**config.mk**
```make
export PLATFORM = sky130hd
export DESIGN_NAME = seven_seg_scan_driver
export DESIGN_NICKNAME = d
export VERILOG_FILES = /design/src/rtl/seg_pkg.sv /design/src/rtl/hex_to_seg.sv /design/src/rtl/seven_seg_scan_driver.sv
export SDC_FILE = /design/constraint.sdc
export NUM_CORES = 1
export LEC_CHECK = 0
export CORE_AREA = 2 2 84 86
export CTS_BUF_LIST = sky130_fd_sc_hd__clkbuf_8
export DETAILED_ROUTE_END_ITERATION = 10
export DIE_AREA = 0 0 86 88
export GPL_ROUTABILITY_DRIVEN = 0
export SYNTH_ARGS = -nofsm -noshare
export SYNTH_HDL_FRONTEND = slang
export SYNTH_SLANG_ARGS = --single-unit
export TNS_END_PERCENT = 1
```
**constraint.sdc**
```tcl
create_clock -name clk -period 6.5 [get_ports clk]
set_input_delay 1.3 -clock clk [delete_from_list [all_inputs] [get_ports clk]]
set_output_delay 1.3 -clock clk [all_outputs]
set_load 0.05 [all_outputs]
```
**src/rtl/seg_pkg.sv**
```systemverilog
// Shared constants for the seven-segment scan driver: segment glyphs
// (active-low {g,f,e,d,c,b,a}) and the active-low digit-enable codes.
package seg_pkg;

  localparam logic [6:0] SEG_BLANK = 7'b1111111;
  localparam logic [6:0] SEG_DASH  = 7'b0111111;

  // Hex glyphs; element [v] is the glyph for value v (uppercase A,C,E,F; lowercase b,d).
  localparam logic [15:0][6:0] HEX_GLYPH = {
    7'b0001110,  // F
    7'b0000110,  // E
    7'b0100001,  // d
    7'b1000110,  // C
    7'b0000011,  // b
    7'b0001000,  // A
    7'b0010000,  // 9
    7'b0000000,  // 8
    7'b1111000,  // 7
    7'b0000010,  // 6
    7'b0010010,  // 5
    7'b0011001,  // 4
    7'b0110000,  // 3
    7'b0100100,  // 2
    7'b1111001,  // 1
    7'b1000000   // 0
  };

  localparam logic [3:0] AN_BLANK = 4'b1111;
  localparam logic [3:0] AN_IDX0  = 4'b0111;
  localparam logic [3:0] AN_IDX1  = 4'b1011;
  localparam logic [3:0] AN_IDX2  = 4'b1101;
  localparam logic [3:0] AN_IDX3  = 4'b1110;

  // Digit-enable pattern for a scan index.
  function automatic logic [3:0] an_for_idx(input logic [1:0] idx);
    logic [3:0] an_v;
    case (idx)
      2'd0:    an_v = AN_IDX0;
      2'd1:    an_v = AN_IDX1;
      2'd2:    an_v = AN_IDX2;
      2'd3:    an_v = AN_IDX3;
      default: an_v = AN_BLANK;
    endcase
    return an_v;
  endfunction

endpackage

```
**src/rtl/hex_to_seg.sv**
```systemverilog
// Combinational 4-bit to active-low seven-segment glyph decoder.
module hex_to_seg
  import seg_pkg::*;
(
  input  logic [3:0] i_nibble,
  output logic [6:0] o_seg
);

  assign o_seg = HEX_GLYPH[i_nibble];

endmodule

```
**src/rtl/seven_seg_scan_driver.sv**
```systemverilog
// Time-multiplexed 4-digit common-anode display driver. Captures ALU
// operands/select/result on a load strobe and scans them continuously,
// with a one-cycle blank at the end of every digit slot.
module seven_seg_scan_driver
  import seg_pkg::*;
#(
  parameter int REFRESH_DIV = 100000
) (
  input  logic       clk,
  input  logic       rst_n,
  input  logic       load,
  input  logic [3:0] rs,
  input  logic [3:0] rt,
  input  logic [2:0] sel,
  input  logic [3:0] rd,
  output logic [3:0] an,
  output logic [6:0] seg,
  output logic       valid
);

  localparam int              DW       = $clog2(REFRESH_DIV);
  localparam logic [DW-1:0]   DIV_LAST = DW'(REFRESH_DIV - 1);

  logic [DW-1:0] r_div;
  logic [1:0]    r_idx;
  logic [3:0]    r_rs;
  logic [3:0]    r_rt;
  logic [2:0]    r_sel;
  logic [3:0]    r_rd;
  logic          r_valid;
  logic [3:0]    r_an;
  logic [6:0]    r_seg;

  logic          w_wrap;
  logic [3:0]    w_nibble;
  logic [6:0]    w_glyph;

  // Last cycle of a slot: blank the display and advance the index on this edge.
  assign w_wrap = (r_div == DIV_LAST);

  // Slot divider counting 0..REFRESH_DIV-1.
  always_ff @(posedge clk or negedge rst_n) begin
    if (!rst_n) begin
      r_div <= '0;
    end else if (w_wrap) begin
      r_div <= '0;
    end else begin
      r_div <= r_div + DW'(1);
    end
  end

  // Digit index advances once per slot, wrapping 3 -> 0.
  always_ff @(posedge clk or negedge rst_n) begin
    if (!rst_n) begin
      r_idx <= 2'd0;
    end else if (w_wrap) begin
      r_idx <= r_idx + 2'd1;
    end else begin
      r_idx <= r_idx;
    end
  end

  // Shadow registers and valid flag; every load overwrites, scan state is untouched.
  always_ff @(posedge clk or negedge rst_n) begin
    if (!rst_n) begin
      r_rs    <= 4'h0;
      r_rt    <= 4'h0;
      r_sel   <= 3'h0;
      r_rd    <= 4'h0;
      r_valid <= 1'b0;
    end else if (load) begin
      r_rs    <= rs;
      r_rt    <= rt;
      r_sel   <= sel;
      r_rd    <= rd;
      r_valid <= 1'b1;
    end else begin
      r_rs    <= r_rs;
      r_rt    <= r_rt;
      r_sel   <= r_sel;
      r_rd    <= r_rd;
      r_valid <= r_valid;
    end
  end

  // Select the nibble belonging to the digit currently being scanned.
  always_comb begin
    w_nibble = 4'h0;
    case (r_idx)
      2'd3:    w_nibble = r_rs;
      2'd2:    w_nibble = r_rt;
      2'd1:    w_nibble = {1'b0, r_sel};
      2'd0:    w_nibble = r_rd;
      default: w_nibble = 4'h0;
    endcase
  end

  hex_to_seg u_hex_to_seg (
    .i_nibble (w_nibble),
    .o_seg    (w_glyph)
  );

  // Output pins registered from scan state; dashes until the first capture.
  always_ff @(posedge clk or negedge rst_n) begin
    if (!rst_n) begin
      r_an  <= AN_BLANK;
      r_seg <= SEG_BLANK;
    end else if (w_wrap) begin
      r_an  <= AN_BLANK;
      r_seg <= SEG_BLANK;
    end else begin
      r_an  <= an_for_idx(r_idx);
      r_seg <= r_valid ? w_glyph : SEG_DASH;
    end
  end

  assign an    = r_an;
  assign seg   = r_seg;
  assign valid = r_valid;

endmodule

```
== Word level (Yosys, flattened, before mapping) ==
Memories as Yosys holds them, arrays and structs flattened.
Cells that the tools add are included.
Cells by class
  multiplexer cells: 7
  equal/unequal tests: 4
  reductions and logical operators: 1
  $add $sub $neg: 2
  magnitude comparators: 1
Operators by type and width (number)
  $pmux 4 s4: 2
  $mux 7: 3
  $add 17x1->17 const B: 1
  $eq 17x17->1 const B: 1
  $mux 17: 1
  $lt 4x5->1 const B: 1
  $eq 2x2->1 const B: 2
  $mux 4: 1
  $add 2x1->2 const B: 1
  $eq 2x1->1 const B: 1
  $logic_not 2->1: 1
Word-level totals
  memories: 1
  input bits: 18
  output and inout bits: 12
  register bits after elaboration: 46
  word-level logic and storage cells: 25
  ROM bits: 112
Memories
  (name not given): words 16, bits a word 7, rd ports 1, clocked after Yosys merged registers in 0, write ports 0, line hex_to_seg.sv:9  | assign o_seg = HEX_GLYPH[i_nibble];

== Logic depth before layout (Yosys ltp) ==
  word-level depth: 6
  depth in mapped cells: 12

== By module ==
A second synthesis with hierarchy kept.
Unflattened totals
  cells, all modules: 196
  area total of the unflattened synthesis: 2274.7 um2
Modules (own cells, without submodules)
  seven_seg_scan_driver: cells each 164, area an instance 1999.4 um2, times used 1, seq. area each 1164.9 um2
  hex_to_seg: cells each 32, area an instance 275.3 um2, times used 1, seq. area each 0.0 um2

== Worst setup path before layout ==
No wires, ideal clock.
  kind: register to register
  start point: reg r_idx[0]
  end point: reg r_seg[3], in the netlist seg[3]
  arrival: 2.376 ns
  period minus slack after synthesis: 2.457 ns
  required time: 6.419 ns
  setup time: 0.081 ns
  stages on the path, launching flop included: 11
  slack: 4.043 ns
  buffers on the path: 1
  path through: dfrtp_1 > inv_1 > ha_1 > a222oi_1 > nand2_1 > o21ai_1 > inv_1 > ha_1 > clkbuf_1 > mux4_2 > nand2b_1
Between the ends
  cells in the longest elaborated chain, start to end: 6
Ends and longest elaborated chain
  start: declaration: line seven_seg_scan_driver.sv:25  | logic [1:0] r_idx;
  start signal: assignment: line seven_seg_scan_driver.sv:57  | r_idx <= r_idx + 2'd1;
  start signal: assignment: line seven_seg_scan_driver.sv:59  | r_idx <= r_idx;
  $eq 2x1->1 (tied with other cells): line seven_seg_scan_driver.sv:89  | case (r_idx)
  $pmux 4 s4 *: line seven_seg_scan_driver.sv:89
  $mem_v2 16x7 *
  $mux 7 (not written as such) *: line hex_to_seg.sv:9
  $mux 7 *: line seven_seg_scan_driver.sv:113  | r_seg <= r_valid ? w_glyph : SEG_DASH;
  $mux 7 *: line seven_seg_scan_driver.sv:108  | end else if (w_wrap) begin
  end signal: assignment: line seven_seg_scan_driver.sv:113
  end: declaration: line seven_seg_scan_driver.sv:32  | logic [6:0] r_seg;
Mark *: on every way between the ends. The rest lies on a longest branch, timed or not. The select of a mux whose other input is x is not followed.
A chain may end at the register's enable or synchronous reset.

== Final worst setup path ==
  start point: reg r_an[1], in the netlist an[1]
  end point: out an[1]
RTL lines
  start: declaration: line seven_seg_scan_driver.sv:31  | logic [3:0] r_an;
  start signal: assignment: line seven_seg_scan_driver.sv:112  | r_an <= an_for_idx(r_idx);
  end: declaration: line seven_seg_scan_driver.sv:16  | output logic [3:0] an,
No word-level cell between the ends.

==> reports/summary.txt <==
number of routed nets with antenna violations -> 0
grt met2 use -> 17.1%
CP Buf/Inv Count -> 1
dpl hpwl -> 2790 um
Worst Hold Class -> reg -> reg
clock buffer count from CTS -> 5
core area -> 6640 sq um
design area -> 2700 sq um
M1 GR Usage -> 16.4%
post-synthesis cell count -> 194
Clk pin slew, worst setup/hold paths -> 80 ps
simple-gate share of the synthesized area -> 13.6%
hold-fix buffers at CTS -> 0
Cell variety after synth -> 37
Final period util -> 44.8%
Max-cap violations -> 0
syn avg cell area -> 11.6 sq um
WL per Instance -> 12.7 um
Setup CP Type -> reg -> out
antenna violations before repair -> 0
Warnings, synthesis -> 0
area share of the largest cell type after synthesis -> 38.9%
pre-CTS WS -> 3700 ps
FP Rows -> 30
part of the Yosys area used for sequential elements -> 51.7%
Util after Layout -> 40.7%
DRC errors left -> 0
syn_nets -> 226
fill count -> 633
CTS tree -> built
ys async rst share -> 100%
Slew Limit Fails -> 0
Main synth FF type -> dfrtp_1
XOR/XNOR share of the synthesized area -> 5.83%
GR Util All Layers -> 11.5%
Post-Syn Area -> 2250 sq um
family with the most delay on the worst path -> buffers and inverters
count leader, synth -> dfrtp_1
CP arrival -> 1610 ps
die area -> 7570 sq um
H-tree levels -> 2
Yosys top cell by area -> dfrtp_1
die width -> 86 um
die height -> 88 um
Max-slew headroom -> 33.9%
largest net degree at the start of global routing -> 47
layout cells sized above 1 -> 18.1%
synthesized-area fraction occupied by adder cells -> 7.78%
Synth area leaders -> dfrtp_1 39%, dfstp_2 13%, ha_1 7.8%
Worst path max stage delay -> 800 ps
complex-gate fraction of the synthesized area -> 6.83%
Clk Latency, worst-skew pair -> 290 ps
Synth Register Bits -> 46
Layout Cells excl Fill -> 306
final setup margin -> 3590 ps
CP Launch Type -> flip-flop
first-pass GRT wire length -> 6800 um
GRT overflow -> 0
met3 Use GR -> 2.73%
DP Cell Count -> 298
cts repair resizes -> 0
layout net count -> 257
Layout area overhead -> 19.9%
CP max stage cell -> clkdlybuf4s50_1
RSZ-0062 raised after global routing -> false
Sequential Area -> 1160 sq um
critical register-to-register path startpoint -> r_idx[0]$_DFFE_PN0N_
DRT iter0 DRCs -> 76
final setup TNS -> 0 ps
Clock Skew -> 5.36 ps
main combinational cell family by area after synthesis -> simple AND/OR/NAND/NOR gates
Post-CTS Setup Inserts -> 0
status -> finished, final reports clean
Max clock buf depth -> 2
Via Count -> 1,462
Max Freq -> 343 MHz
I/O pins -> 30
largest fanout on the critical path -> 1
Port-buffer cells -> 29
DP Area -> 2610 sq um
maximum vdd drop -> 0.0000640 V
Pleak -> 1.20 nW
vias per inst -> 4.78
crit path cell chain -> clkdlybuf4s50_1
Worst Hold Launch -> r_div[0]$_DFF_PN0_
area of the multi-input gates -> 1030 sq um
synth cell count leaders -> 35 x dfrtp_1, 17 x nand2_1, 14 x ha_1, 14 x mux2_2, 14 x nor2_1
post-synthesis mux area share -> 11.7%
antenna cells -> 0
First-pass DRT Iterations -> 4
Hold Vio Cnt, Final -> 0
Final min period -> 2910 ps
Worst-Margin Slew -> 992 ps
Post-synth EDFFs -> 0
Clock Sinks -> 46
initial core utilization -> 33.9%
launch point of the worst path -> an[1]$_DFF_PN1_
Post-Route WL -> 3890 um
clk root buf -> clkbuf_8
# setup viols final -> 0
Most Used Layer, Global Route -> met2
critical path required time -> 5200 ps
pwr dens -> 223 nW/um^2
crit end category -> output pin
vias in the first global route -> 1,387
routing by layer:
metal	part of all wire, %	wire length [um]
met1	49	1920
met2	46	1790
met3	3.3	128
met4	1.2	45
met5	0	0
stage by stage:
step	power, W	hold WS [ps]
floorplan	0.000396	455
global placement	0.000432	478
detailed placement	0.000434	479
CTS	0.000613	490
global route	0.000635	515
finish	0.000602	486
path summary, 6_finish.rpt:
check                                       endpoint  slack (ps)  cells past startpoint
worst max-delay path                           an[1]        3590                      1
worst min-delay path              r_div[0]$_DFF_PN0_         490                      1
worst max register to register      seg[3]$_DFF_PN1_        3760                      9
worst min register to register    r_div[0]$_DFF_PN0_         490                      1
max in group asynchronous       r_sel[0]$_DFFE_PN0P_        4710                      1
min in group asynchronous        r_div[12]$_DFF_PN0_        1170                      1
report_power, final:
part | total, W | internal, W | switching [W] | leakage, nW
Clock | 0.000174 | 0.0000842 | 0.0000902 | 0.0524
Sequential | 0.000315 | 0.000308 | 0.00000739 | 0.551
Combinational | 0.000112 | 0.0000486 | 0.0000630 | 0.596
cell type report:
type	count	share of cell area, %
inverters	8	1.11
flip-flops and latches	46	43.1
clock inverters	2	0.324
multi-input cells	135	38.1
well taps	80	3.71
clock buffers	6	3.06
repair buffers	29	10.6
logic make-up after synthesis:
family                   count (synthesis)
XOR/XNOR                                15
AND/OR/NAND/NOR                         62
buffers and inverters                   13
AO/OA/AOI/OAI                           22
flip-flops                              46
multiplexers                            22
adder cells (fa/ha/maj)                 14
placed cells by master, fill, tap and decap left out, types with 2 or more instances in the layout:
master / synthesis / routed
mux2_2: 14 / 14
xnor2_1: 9 / 9
inv_1: 7 / 8
nor3_1: 2 / 2
nand2_1: 17 / 17
nor4b_1: 3 / 3
o21ai_1: 6 / 6
xor2_1: 6 / 6
mux2i_1: 4 / 4
o211ai_1: 2 / 2
and2_1: 2 / 2
and3_1: 6 / 6
ha_1: 14 / 14
clkdlybuf4s50_1: 0 / 28
o21ai_0: 2 / 2
nand3_1: 13 / 13
nor2_1: 14 / 14
dfrtp_1: 35 / 35
mux2_4: 2 / 2
dfstp_2: 11 / 11
clkbuf_8: 0 / 6
a21oi_1: 4 / 4
a222oi_1: 3 / 3
nand2b_1: 2 / 2
sequential cells by signal (all words and copies together), names as in the netlist:
name   flops
r_rd       4
r_sel      3
r_idx      2
r_div     17
valid      1
r_rt       4
r_rs       4
seg        7
an         4
Power figures use the tool's default switching activity.
